`src/rtl/bch_col_accumulator_pkg.sv`:
```
// Shared field/lane types and FSM encoding for the BCH column accumulator.
// Optional zero-detect outputs are enabled by defining BCH_ACC_ZERO_DETECT_EN.
package bch_pkg;
    localparam int GF_M      = 13;
    localparam int NUM_LANES = 16;

    typedef logic [GF_M-1:0] gf_elem_t;
    typedef gf_elem_t [NUM_LANES-1:0] lane_vec_t;

    typedef enum logic {
        ST_IDLE  = 1'b0,
        ST_ACCUM = 1'b1
    } acc_state_t;
endpackage

```
`src/rtl/bch_col_accumulator_if.sv`:
```
// Input beat stream and output result handshake of the column accumulator.
// Zero-flag signals exist only when BCH_ACC_ZERO_DETECT_EN is defined.
interface bch_col_accumulator_if #(
    parameter int M     = 13,
    parameter int LANES = 16,
    parameter int CNT_W = 13
);
    logic                 in_valid;
    logic                 in_ready;
    logic                 in_last;
    logic [LANES*M-1:0]   in_p;
    logic                 out_valid;
    logic                 out_ready;
    logic [LANES*M-1:0]   out_syn;
    logic [CNT_W-1:0]     out_beats;
    logic                 out_overflow;
`ifdef BCH_ACC_ZERO_DETECT_EN
    logic [LANES-1:0]     out_zero;
    logic                 out_all_zero;

    modport slave (
        input  in_valid, in_last, in_p, out_ready,
        output in_ready, out_valid, out_syn, out_beats, out_overflow,
               out_zero, out_all_zero
    );
    modport master (
        output in_valid, in_last, in_p, out_ready,
        input  in_ready, out_valid, out_syn, out_beats, out_overflow,
               out_zero, out_all_zero
    );
`else
    modport slave (
        input  in_valid, in_last, in_p, out_ready,
        output in_ready, out_valid, out_syn, out_beats, out_overflow
    );
    modport master (
        output in_valid, in_last, in_p, out_ready,
        input  in_ready, out_valid, out_syn, out_beats, out_overflow
    );
`endif
endinterface

```
`src/rtl/bch_col_accumulator_lane.sv`:
```
// Single GF(2^M) lane: load or XOR-accumulate, with the combinational
// next value exported so the top can capture a frame's final sum directly.
module bch_acc_lane
    import bch_pkg::*;
#(
    parameter int M = GF_M
) (
    input  logic         clk,
    input  logic         rst,
    input  logic         en,
    input  logic         clr,
    input  logic         load,
    input  logic [M-1:0] din,
    output logic [M-1:0] sum
);
    logic [M-1:0] acc;

    assign sum = load ? din : (acc ^ din);

    always_ff @(posedge clk) begin
        if (rst || clr) begin
            acc <= '0;
        end else if (en) begin
            acc <= sum;
        end
    end
endmodule

```
`src/rtl/bch_col_accumulator.sv`:
```
// 16-lane GF(2^13) frame accumulator with valid/ready result register.
// Define BCH_ACC_ZERO_DETECT_EN to add registered per-lane zero flags.
module bch_col_accumulator
    import bch_pkg::*;
#(
    parameter int M     = GF_M,
    parameter int LANES = NUM_LANES,
    parameter int CNT_W = 13
) (
    input logic                   clk,
    input logic                   rst,
    bch_col_accumulator_if.slave  bus
);
    localparam logic [CNT_W-1:0] CNT_MAX = '1;

    acc_state_t          state;
    logic [CNT_W-1:0]    cnt;
    logic [CNT_W-1:0]    cnt_next;
    logic                accept;
    logic                beat_mid;
    logic                beat_end;
    logic                from_idle;
    logic [LANES*M-1:0]  result;

    function automatic logic [CNT_W-1:0] sat_inc(input logic [CNT_W-1:0] c);
        return (c == CNT_MAX) ? c : c + 1'b1;
    endfunction

    // Ready depends only on the output register, never on in_valid.
    assign bus.in_ready = !bus.out_valid || bus.out_ready;
    assign accept       = bus.in_valid && bus.in_ready;
    assign beat_mid     = accept && !bus.in_last;
    assign beat_end     = accept && bus.in_last;
    assign from_idle    = (state == ST_IDLE);
    assign cnt_next     = from_idle ? CNT_W'(1) : sat_inc(cnt);

    for (genvar k = 0; k < LANES; k++) begin : g_lane
        bch_acc_lane #(.M(M)) u_lane (
            .clk  (clk),
            .rst  (rst),
            .en   (beat_mid),
            .clr  (beat_end),
            .load (from_idle),
            .din  (bus.in_p[k*M +: M]),
            .sum  (result[k*M +: M])
        );
    end

`ifdef BCH_ACC_ZERO_DETECT_EN
    logic [LANES-1:0] zero_vec;

    always_comb begin
        zero_vec = '0;
        for (int k = 0; k < LANES; k++) begin
            zero_vec[k] = (result[k*M +: M] == '0);
        end
    end

    always_ff @(posedge clk) begin
        if (rst) begin
            bus.out_zero     <= '0;
            bus.out_all_zero <= 1'b0;
        end else if (beat_end) begin
            bus.out_zero     <= zero_vec;
            bus.out_all_zero <= &zero_vec;
        end
    end
`endif

    // A take clears out_valid; a last beat in the same cycle reloads it.
    always_ff @(posedge clk) begin
        if (rst) begin
            state            <= ST_IDLE;
            cnt              <= '0;
            bus.out_valid    <= 1'b0;
            bus.out_syn      <= '0;
            bus.out_beats    <= '0;
            bus.out_overflow <= 1'b0;
        end else begin
            if (bus.out_valid && bus.out_ready) begin
                bus.out_valid <= 1'b0;
            end
            if (beat_mid) begin
                state <= ST_ACCUM;
                cnt   <= cnt_next;
            end else if (beat_end) begin
                state            <= ST_IDLE;
                cnt              <= '0;
                bus.out_valid    <= 1'b1;
                bus.out_syn      <= result;
                bus.out_beats    <= cnt_next;
                bus.out_overflow <= (cnt_next == CNT_MAX);
            end
        end
    end
endmodule

```
`src/flat_wrapper.sv`:
```
// flat-port wrapper written by rule: the top's interface ports become plain ports
module bch_col_accumulator_flat import bch_pkg::*;
#(
    parameter int M     = GF_M,
    parameter int LANES = NUM_LANES,
    parameter int CNT_W = 13
)
  (clk, rst, bus_in_valid, bus_in_last, bus_in_p, bus_out_ready, bus_in_ready, bus_out_valid, bus_out_syn, bus_out_beats, bus_out_overflow);
  bch_col_accumulator_if #(.M(M), .LANES(LANES), .CNT_W(CNT_W)) bus_i ();
  input logic clk;
  input logic rst;
  input wire logic [$bits(bus_i.in_valid)-1:0] bus_in_valid;
  input wire logic [$bits(bus_i.in_last)-1:0] bus_in_last;
  input wire logic [$bits(bus_i.in_p)-1:0] bus_in_p;
  input wire logic [$bits(bus_i.out_ready)-1:0] bus_out_ready;
  output wire logic [$bits(bus_i.in_ready)-1:0] bus_in_ready;
  output wire logic [$bits(bus_i.out_valid)-1:0] bus_out_valid;
  output wire logic [$bits(bus_i.out_syn)-1:0] bus_out_syn;
  output wire logic [$bits(bus_i.out_beats)-1:0] bus_out_beats;
  output wire logic [$bits(bus_i.out_overflow)-1:0] bus_out_overflow;
  assign bus_i.in_valid = bus_in_valid;
  assign bus_i.in_last = bus_in_last;
  assign bus_i.in_p = bus_in_p;
  assign bus_i.out_ready = bus_out_ready;
  assign bus_in_ready = bus_i.in_ready;
  assign bus_out_valid = bus_i.out_valid;
  assign bus_out_syn = bus_i.out_syn;
  assign bus_out_beats = bus_i.out_beats;
  assign bus_out_overflow = bus_i.out_overflow;
  bch_col_accumulator #(.M(M), .LANES(LANES), .CNT_W(CNT_W)) u_core (.clk(clk), .rst(rst), .bus(bus_i));
endmodule
```
`config.mk`:
```
export PLATFORM = sky130hd
export DESIGN_NAME = bch_col_accumulator_flat
export DESIGN_NICKNAME = d
export VERILOG_FILES = /design/src/rtl/bch_col_accumulator_pkg.sv /design/src/rtl/bch_col_accumulator_if.sv /design/src/rtl/bch_col_accumulator_lane.sv /design/src/rtl/bch_col_accumulator.sv /design/src/flat_wrapper.sv
export SDC_FILE = /design/constraint.sdc
export NUM_CORES = 1
export LEC_CHECK = 0
export ABC_CLOCK_PERIOD_IN_PS = 2700
export CORE_MARGIN = 2
export CORE_UTILIZATION = 45
export DETAILED_ROUTE_END_ITERATION = 10
export PLACE_DENSITY = 0.71
export SLEW_MARGIN = 20
export SYNTH_ARGS = -nofsm -noshare
export SYNTH_HDL_FRONTEND = slang
export SYNTH_SLANG_ARGS = --single-unit
```
`constraint.sdc`:
```
create_clock -name clk -period 2.7 [get_ports clk]
set_input_delay 0.405 -clock clk [delete_from_list [all_inputs] [get_ports clk]]
set_output_delay 0.405 -clock clk [all_outputs]
set_load 0.005 [all_outputs]
```
==> results.sh <==
export IMPL_run_status="finished, final reports clean"
export IMPL_vias_per_cell=5.35
export IMPL_grt_pass1_wl_um=101000
export IMPL_synth_xor_area_share_pct=16.8
export IMPL_ys_top_cells_by_area="dfxtp_1, xor2_1, nand2_1, a21oi_1, nand3b_1"
export IMPL_grt_ovfl_total=0
export IMPL_synthAdderAreaFrac_pct=0.0570
export IMPL_synth_seq_cells=445
export IMPL_io_pins=437
export IMPL_cts_buffers=50
export IMPL_cts_tree="yes"
export IMPL_yosys_area_top_type="dfxtp_1"
export IMPL_clockRootBuffer="clkbuf_16"
export IMPL_powerDensity_nw_per_um2=583
export IMPL_async_flop_share_pct=0
export IMPL_yosys_area_share_simple_pct=23.0
export IMPL_fill_cells=4214
export IMPL_worstHoldEndpoint="u_core.cnt[4]"
export IMPL_grt_max_degree=109
export IMPL_drtIter0Drc=1391
export IMPL_crit_required_ns=3.20
export IMPL_crit_chain="ha_1 > nand4_4 > or4_4 > a21oi_4 > nor4b_2 > nand4_1 > o21ai_1"
export IMPL_drv_slew=0
export IMPL_synth_compound_area_share_pct=15.7
export IMPL_seqPwrFrac_pct=42.8
export IMPL_reg2reg_depth=7
export IMPL_clkLatencyLatePin_ns=0.58
export IMPL_worstPathArrival_ns=2.92
export IMPL_ff2ff_setup_slack_ns=0.28
export IMPL_cts_clk_slew_worst_paths_ns=0.06
export IMPL_critPathKind="flop to flop"
export IMPL_rows=80
export IMPL_synth_net_count=3066
export IMPL_wl_um=64200
export IMPL_cap_violations=0
export IMPL_netlist_instances=2852
export IMPL_slew_headroom_pct=55.4
export IMPL_firstDrtPassIters=9
export IMPL_holdBufCountCts=0
export IMPL_ys_flop_type="dfxtp_1"
export IMPL_yosysMostFrequentCell="nand2_1"
export IMPL_die_area_um2=50600
export IMPL_worstReg2RegEnd="u_core.bus.out_overflow"
export IMPL_coreArea_um2=47900
export IMPL_setup_viol_count_final=0
export IMPL_initial_core_util_pct=45.8
export IMPL_cts_sinks=445
export IMPL_place_congestion=0.826
export IMPL_h_tree_depth=2
export IMPL_clkPwrFrac_pct=42.1
export IMPL_critPathLaunch="u_core.cnt[0]"
export IMPL_synth_edf_count=0
export IMPL_synth_area_um2=22000
export IMPL_power_mw=16.8
export IMPL_final_hold_violation_count=0
export IMPL_critPathCaptureType="flop"
export IMPL_area_growth_syn_to_layout_pct=30.8
export IMPL_postCtsSetupRepairBufs=0
export IMPL_critical_path_max_fanout=8
export IMPL_nets=3400
export IMPL_sw_frac_of_total_pct=25.8
export IMPL_p_switching_mw=4.31
export IMPL_cts_resized_gates=0
export IMPL_p_leak_nw=10.4
export IMPL_ir_worst_vdd_mv=0.455
export IMPL_die_h_um=225
export IMPL_hold_depth=2
export IMPL_synthDistinctLibCells=43
export IMPL_die_x_um=225
export IMPL_grt_pass1_vias=19700
export IMPL_muxShareOfSynthArea_pct=0.0969
export IMPL_drc=0
export IMPL_synth_top_area_share_pct=40.6
export IMPL_grt_setup_unrepaired="false"
export IMPL_p_int_mw=12.4
export IMPL_grt_antenna_before_repair=7
export IMPL_avgSynthCellArea_um2=7.70
export IMPL_min_delay_start="rst"
export IMPL_synth_top_family_by_area="simple AND/OR/NAND/NOR gates"
export IMPL_wl_per_cell_um=16.7
export IMPL_critPathLaunchType="flop"
export IMPL_period_minus_slack_ns=2.42
export IMPL_yosysSeqAreaShare_pct=40.6
export IMPL_hold_class="input port to flop"
export IMPL_crit_slowest_cell="or4_4"
export IMPL_clock_fmax_mhz=413
export IMPL_drive_gt1_share_pct=4.06
export IMPL_final_setup_tns_ns=0
export IMPL_period_share_pct=89.7
export IMPL_cts_buffer_depth=3
export IMPL_detail_route_antenna_nets=0
export IMPL_tightestPinTransition_ns=0.662
export IMPL_port_buffers=436
export IMPL_ys_warn_count=0
export IMPL_skew_ns=0.00911
export IMPL_yosys_top_cells_count="nand2_1, dfxtp_1, a21oi_1, xor2_1, nor2_1"
export IMPL_reg2reg_from="u_core.cnt[0]"
export IMPL_pwr_share_comb_pct=15.1
export IMPL_grt_util_all_layers_pct=24.4
export IMPL_via_count=20600
export IMPL_post_dp_hpwl_um=41900
export IMPL_cpPeakStageDelay_ns=0.61
-- through the flow --
stage | std cells | util [%] | area [um2] | hold slack (ns) | setup slack [ns]
after floorplan | 2852 | - | 22000 | 0.442 | 0.624
after global placement | 3749 | 56.3 | 27000 | 0.433 | 0.329
after detailed placement | 3749 | 56.3 | 27000 | 0.441 | 0.317
after CTS | 3840 | 59.9 | 28700 | 0.0942 | 0.288
after global routing | 3844 | 59.9 | 28700 | 0.114 | 0.0670
final | 3844 | 59.9 | 28700 | 0.142 | 0.278
-- worst max-delay path by stage --
| stage | cells past startpoint | end |
|---|---|---|
| after CTS | 7 | u_core.bus.out_overflow |
| after floorplan | 8 | u_core.bus.out_overflow |
| after global routing | 7 | u_core.bus.out_overflow |
| final | 7 | u_core.bus.out_overflow |
| after detailed placement | 7 | u_core.bus.out_overflow |
| after global placement | 7 | u_core.bus.out_overflow |
-- layout make-up --
cell class                      count  area [um2]  share of cell area (%)
Multi-Input combinational cell   2207       12300                    42.7
Sequential cell                   445        8910                    31.0
Timing Repair Buffer              477        5020                    17.5
Clock buffer                       84        1610                    5.62
Tap cell                          615         769                    2.68
Clock inverter                      7         110                   0.383
Inverter                            5        18.8                  0.0654
Antenna cell                        4        10.0                  0.0349
-- state kept, by name, indices dropped and copies added, names as in the netlist --
signal	count
u_core.state	1
u_core.bus.out_valid	1
u_core.cnt	13
u_core.bus.out_syn	208
u_core.bus.out_overflow	1
u_core.g_lane.u_lane.acc	208
u_core.bus.out_beats	13
-- logic make-up after synthesis --
logic type	count (synthesis)
XOR/XNOR	420
flip-flops	445
AND/OR/NAND/NOR	1111
adder cells (fa/ha/maj)	1
AO/OA/AOI/OAI	673
multiplexers	2
buffers and inverters	200
-- placed cells by master (no fill, tap or decap), types with 3 or more instances in the layout --
master / count
inv_1: 5
xor2_1: 418
nand3_1: 11
a21oi_1: 425
clkbuf_8: 17
a22oi_1: 7
clkdlybuf4s50_1: 434
nand2_1: 639
o21ai_1: 8
a22o_1: 4
nor3_1: 6
diode_2: 4
dfxtp_1: 444
nor2_1: 225
and3_1: 3
clkbuf_16: 53
buf_4: 13
bufinv_16: 3
nand3b_1: 208
clkinv_2: 4
o21ai_0: 214
buf_12: 28
clkbuf_1: 14
nand4_1: 3
o31ai_1: 3
-- layer usage --
metal  global-route usage, %  wire length [um]
met5                       0                34
met4                    9.78              2050
met3                    3.92              3110
met2                    43.7             32200
met1                    29.0             26800
-- critical path: cells and delay by family, from the launching register on --
family / cells / cell delay, ns
AOI/OAI and AO/OA: 2 / 0.37
and+or+nand+nor: 4 / 1.19
adders and majority gates: 1 / 0.34
DFF: 1 / 0.45
-- power groups by stage --
stage               combinational (mW)  sequential (mW)  clock, mW
floorplan                         1.34             7.24          0
global placement                  2.46             7.28          0
detailed placement                2.53             7.30          0
CTS                               2.55             7.16       7.19
global route                      2.78             7.20       7.47
finish                            2.53             7.17       7.05
Note: power is estimated with default switching activity, not from simulation.
==> patch: new RTL, same flow settings <==
`CNT_W` is set to 13 in 3 places; all go to 11.
--- a/src/rtl/bch_col_accumulator_if.sv
+++ b/src/rtl/bch_col_accumulator_if.sv
@@ -5,3 +5,3 @@
     parameter int LANES = 16,
-    parameter int CNT_W = 13
+    parameter int CNT_W = 11
 );
--- a/src/rtl/bch_col_accumulator.sv
+++ b/src/rtl/bch_col_accumulator.sv
@@ -7,3 +7,3 @@
     parameter int LANES = NUM_LANES,
-    parameter int CNT_W = 13
+    parameter int CNT_W = 11
 ) (
--- a/src/flat_wrapper.sv
+++ b/src/flat_wrapper.sv
@@ -5,3 +5,3 @@
     parameter int LANES = NUM_LANES,
-    parameter int CNT_W = 13
+    parameter int CNT_W = 11
 )
Ports: changed (resized bus_out_beats); port bits go from 437 to 435. The function was not compared with the original's and may differ.
==> patch against the original RTL <==
Synthesized cell count increased by 0.21%; via count up 1.1%; clock skew up 0.010 ns; critical endpoint unchanged; worst setup slack better by 0.25 ns; sequential cell count is 4 lower; wire length is 2.5% lower; synthesized area grew 2.3%; design area increased by 1.6%; largest cell class unchanged; count of clock-buffer cells in the layout unchanged; global-route usage down 1.1 points; combinational power rose by 14%; sequential share of layout area shrank 0.76 points; power rose by 1.4%.
==> patch: results (changes against the original RTL) <==
| Metric | Value |
|---|---|
| Result of the run | completed (unchanged) |
| Final estimated routing congestion in global placement | 0.802 (was 0.826) |
| Final Non-Filler Cells | 3893 (was 3844) |
| Largest stage delay on the critical path | 0.49 ns (was 0.61 ns) |
| DPL Wire Length | 41.3 mm (was 41.9 mm) |
| Class of the worst hold path | input pin to flop (unchanged) |
| Number of global-route vias before repair | 19639 (was 19731) |
| Clock tree skew after final layout | 0.0191 ns (was 0.00911 ns) |
| Clk root buf | clkbuf_16 (unchanged) |
| Overall fraction of global-route tracks in use | 23.3% (was 24.4%) |
| Synthesis Warnings | 0 (unchanged) |
| Layout cell share with drive strength beyond 1 | 4.59% (was 4.06%) |
| Arrival time at the worst endpoint | 2.66 ns (was 2.92 ns) |
| Clock insertion delay at the later pin of the skew report | 0.59 ns |
| DRC violation total after the first TritonRoute iteration | 1179 (was 1391) |
| Overall routed net length | 62.6 mm (was 64.2 mm) |
| Slowest-stage cell, CP | dfxtp_1 (was or4_4) |
| Placed cell count | 3794 (was 3749) |
| Total of cells resized after clock tree synthesis | 0 (unchanged) |
| Post-synth top cells | dfxtp_1 (441), nor2_1 (435), nand2_1 (434) (was nand2_1 (641), dfxtp_1 (445), a21oi_1 (426)) |
| Number of nets in the finished design | 3396 (was 3400) |
| Wire length of the first global-routing pass | 99.1 mm (was 101 mm) |
| Number of antenna violations at the first check in global routing | 6 (was 7) |
| Length of the first detailed-routing pass in iterations | 5 (was 9) |
| Synth Flop Type | dfxtp_1 (unchanged) |
| Critical Path Fanout Max | 10 (was 8) |
| Share of synthesized area occupied by flip-flops and latches | 39.3% (was 40.6%) |
| Synth top area cells | dfxtp_1 (39%), xor2_1 (16%), a21oi_1 (9.6%), nor2_1 (7.3%), nand2_1 (7.3%) (was dfxtp_1 (41%), xor2_1 (17%), nand2_1 (11%), a21oi_1 (9.7%), nand3b_1 (7.1%)) |
| Place WS | 0.282 ns (was 0.317 ns) |
| Final-layout fill cell count | 4377 (was 4214) |
| Worst ir drop on vdd | 0.465 mV (was 0.455 mV) |
| Post-CTS setup-driven buffer insertion count | 0 (unchanged) |
| Measured slew at the worst slew-check pin | 0.834 ns (was 0.662 ns) |
| CTS H-Tree Depth | 2 (unchanged) |
| Largest net degree at the start of global routing | 117 (was 109) |
| Leakage Power | 0.0104 uW (about the same) |
| Buffers on Ports | 434 (was 436) |
| Via count | 20797 (was 20562) |
| Family with the most delay on the worst path | simple AND/OR/NAND/NOR gates (unchanged) |
| Worst-case clock buffer depth | 3 (unchanged) |
| Number of library cell types mapped by synthesis | 43 (unchanged) |
| Number of clock buffers inserted by TritonCTS | 50 (unchanged) |
| Average cell area after synthesis | 7.85 um2 (was 7.70 um2) |
| Net count after synthesis | 3072 (was 3066) |
==> patch: cell count changes in the layout (fill, tap and decap cells not counted), moves of 4 or more <==
cell | unedited run | this run
a211oi_1 | 1 | 210
a21oi_1 | 425 | 432
a22o_1 | 4 | 0
buf_4 | 13 | 30
clkinv_2 | 4 | 8
dfxtp_1 | 444 | 440
nand2_1 | 639 | 433
nand3_1 | 11 | 6
nor2_1 | 225 | 435
o21ai_0 | 214 | 5
o21ai_1 | 8 | 0
==> patch: cell type report <==
class                   count  area share (%)
diodes                      5          0.0429
clock buffers              84            5.46
clock inverters            10           0.343
inverters                   2          0.0257
multi-input cells        2197            43.5
flip-flops and latches    441            30.3
well taps                 664            2.85
repair buffers            490            17.5
==> patch: routing by layer <==
metal / routed length [um] / GRT usage [%]
met1: 26800 / 29.0
met4: 2150 / 9.34
met3: 3780 / 4.48
met2: 29800 / 39.5
met5: 13 / 0
==> patch: worst paths after layout <==
kind / to / depth (start not counted) / slack (ns) / startpoint
max: u_core.bus.out_overflow / 7 / 0.53 / u_core.cnt[0]
min reg2reg: u_core.bus.out_beats[2] / 2 / 0.46 / u_core.bus.out_beats[2]
max reg2reg: u_core.bus.out_overflow / 7 / 0.53 / u_core.cnt[0]
min: u_core.g_lane[0].u_lane.acc[2] / 2 / 0.30 / rst
==> patch: cell families after synthesis <==
kind of cell             Yosys count  synth area share, %
AND/OR/NAND/NOR                 1110                 22.6
AO/OA/AOI/OAI                    666                 17.5
flip-flops                       441                 39.3
XOR/XNOR                         417                 16.3
buffers and inverters            220                 4.17
multiplexers                       3                0.150
adder cells (fa/ha/maj)            1               0.0557
==> patch: per-stage QoR <==
stage	utilization, %	cell area [um2]
2_1_floorplan	-	22400
5_1_grt	59.5	29200
3_5_place_dp	56.0	27500
3_3_place_gp	56.0	27500
4_1_cts	59.4	29200
6_report	59.5	29200
==> patch: report_power, final <==
part	internal (uW)	total (uW)	switching, uW
clock network	4190	6910	2730
logic	1410	2890	1470
registers	6890	7190	298
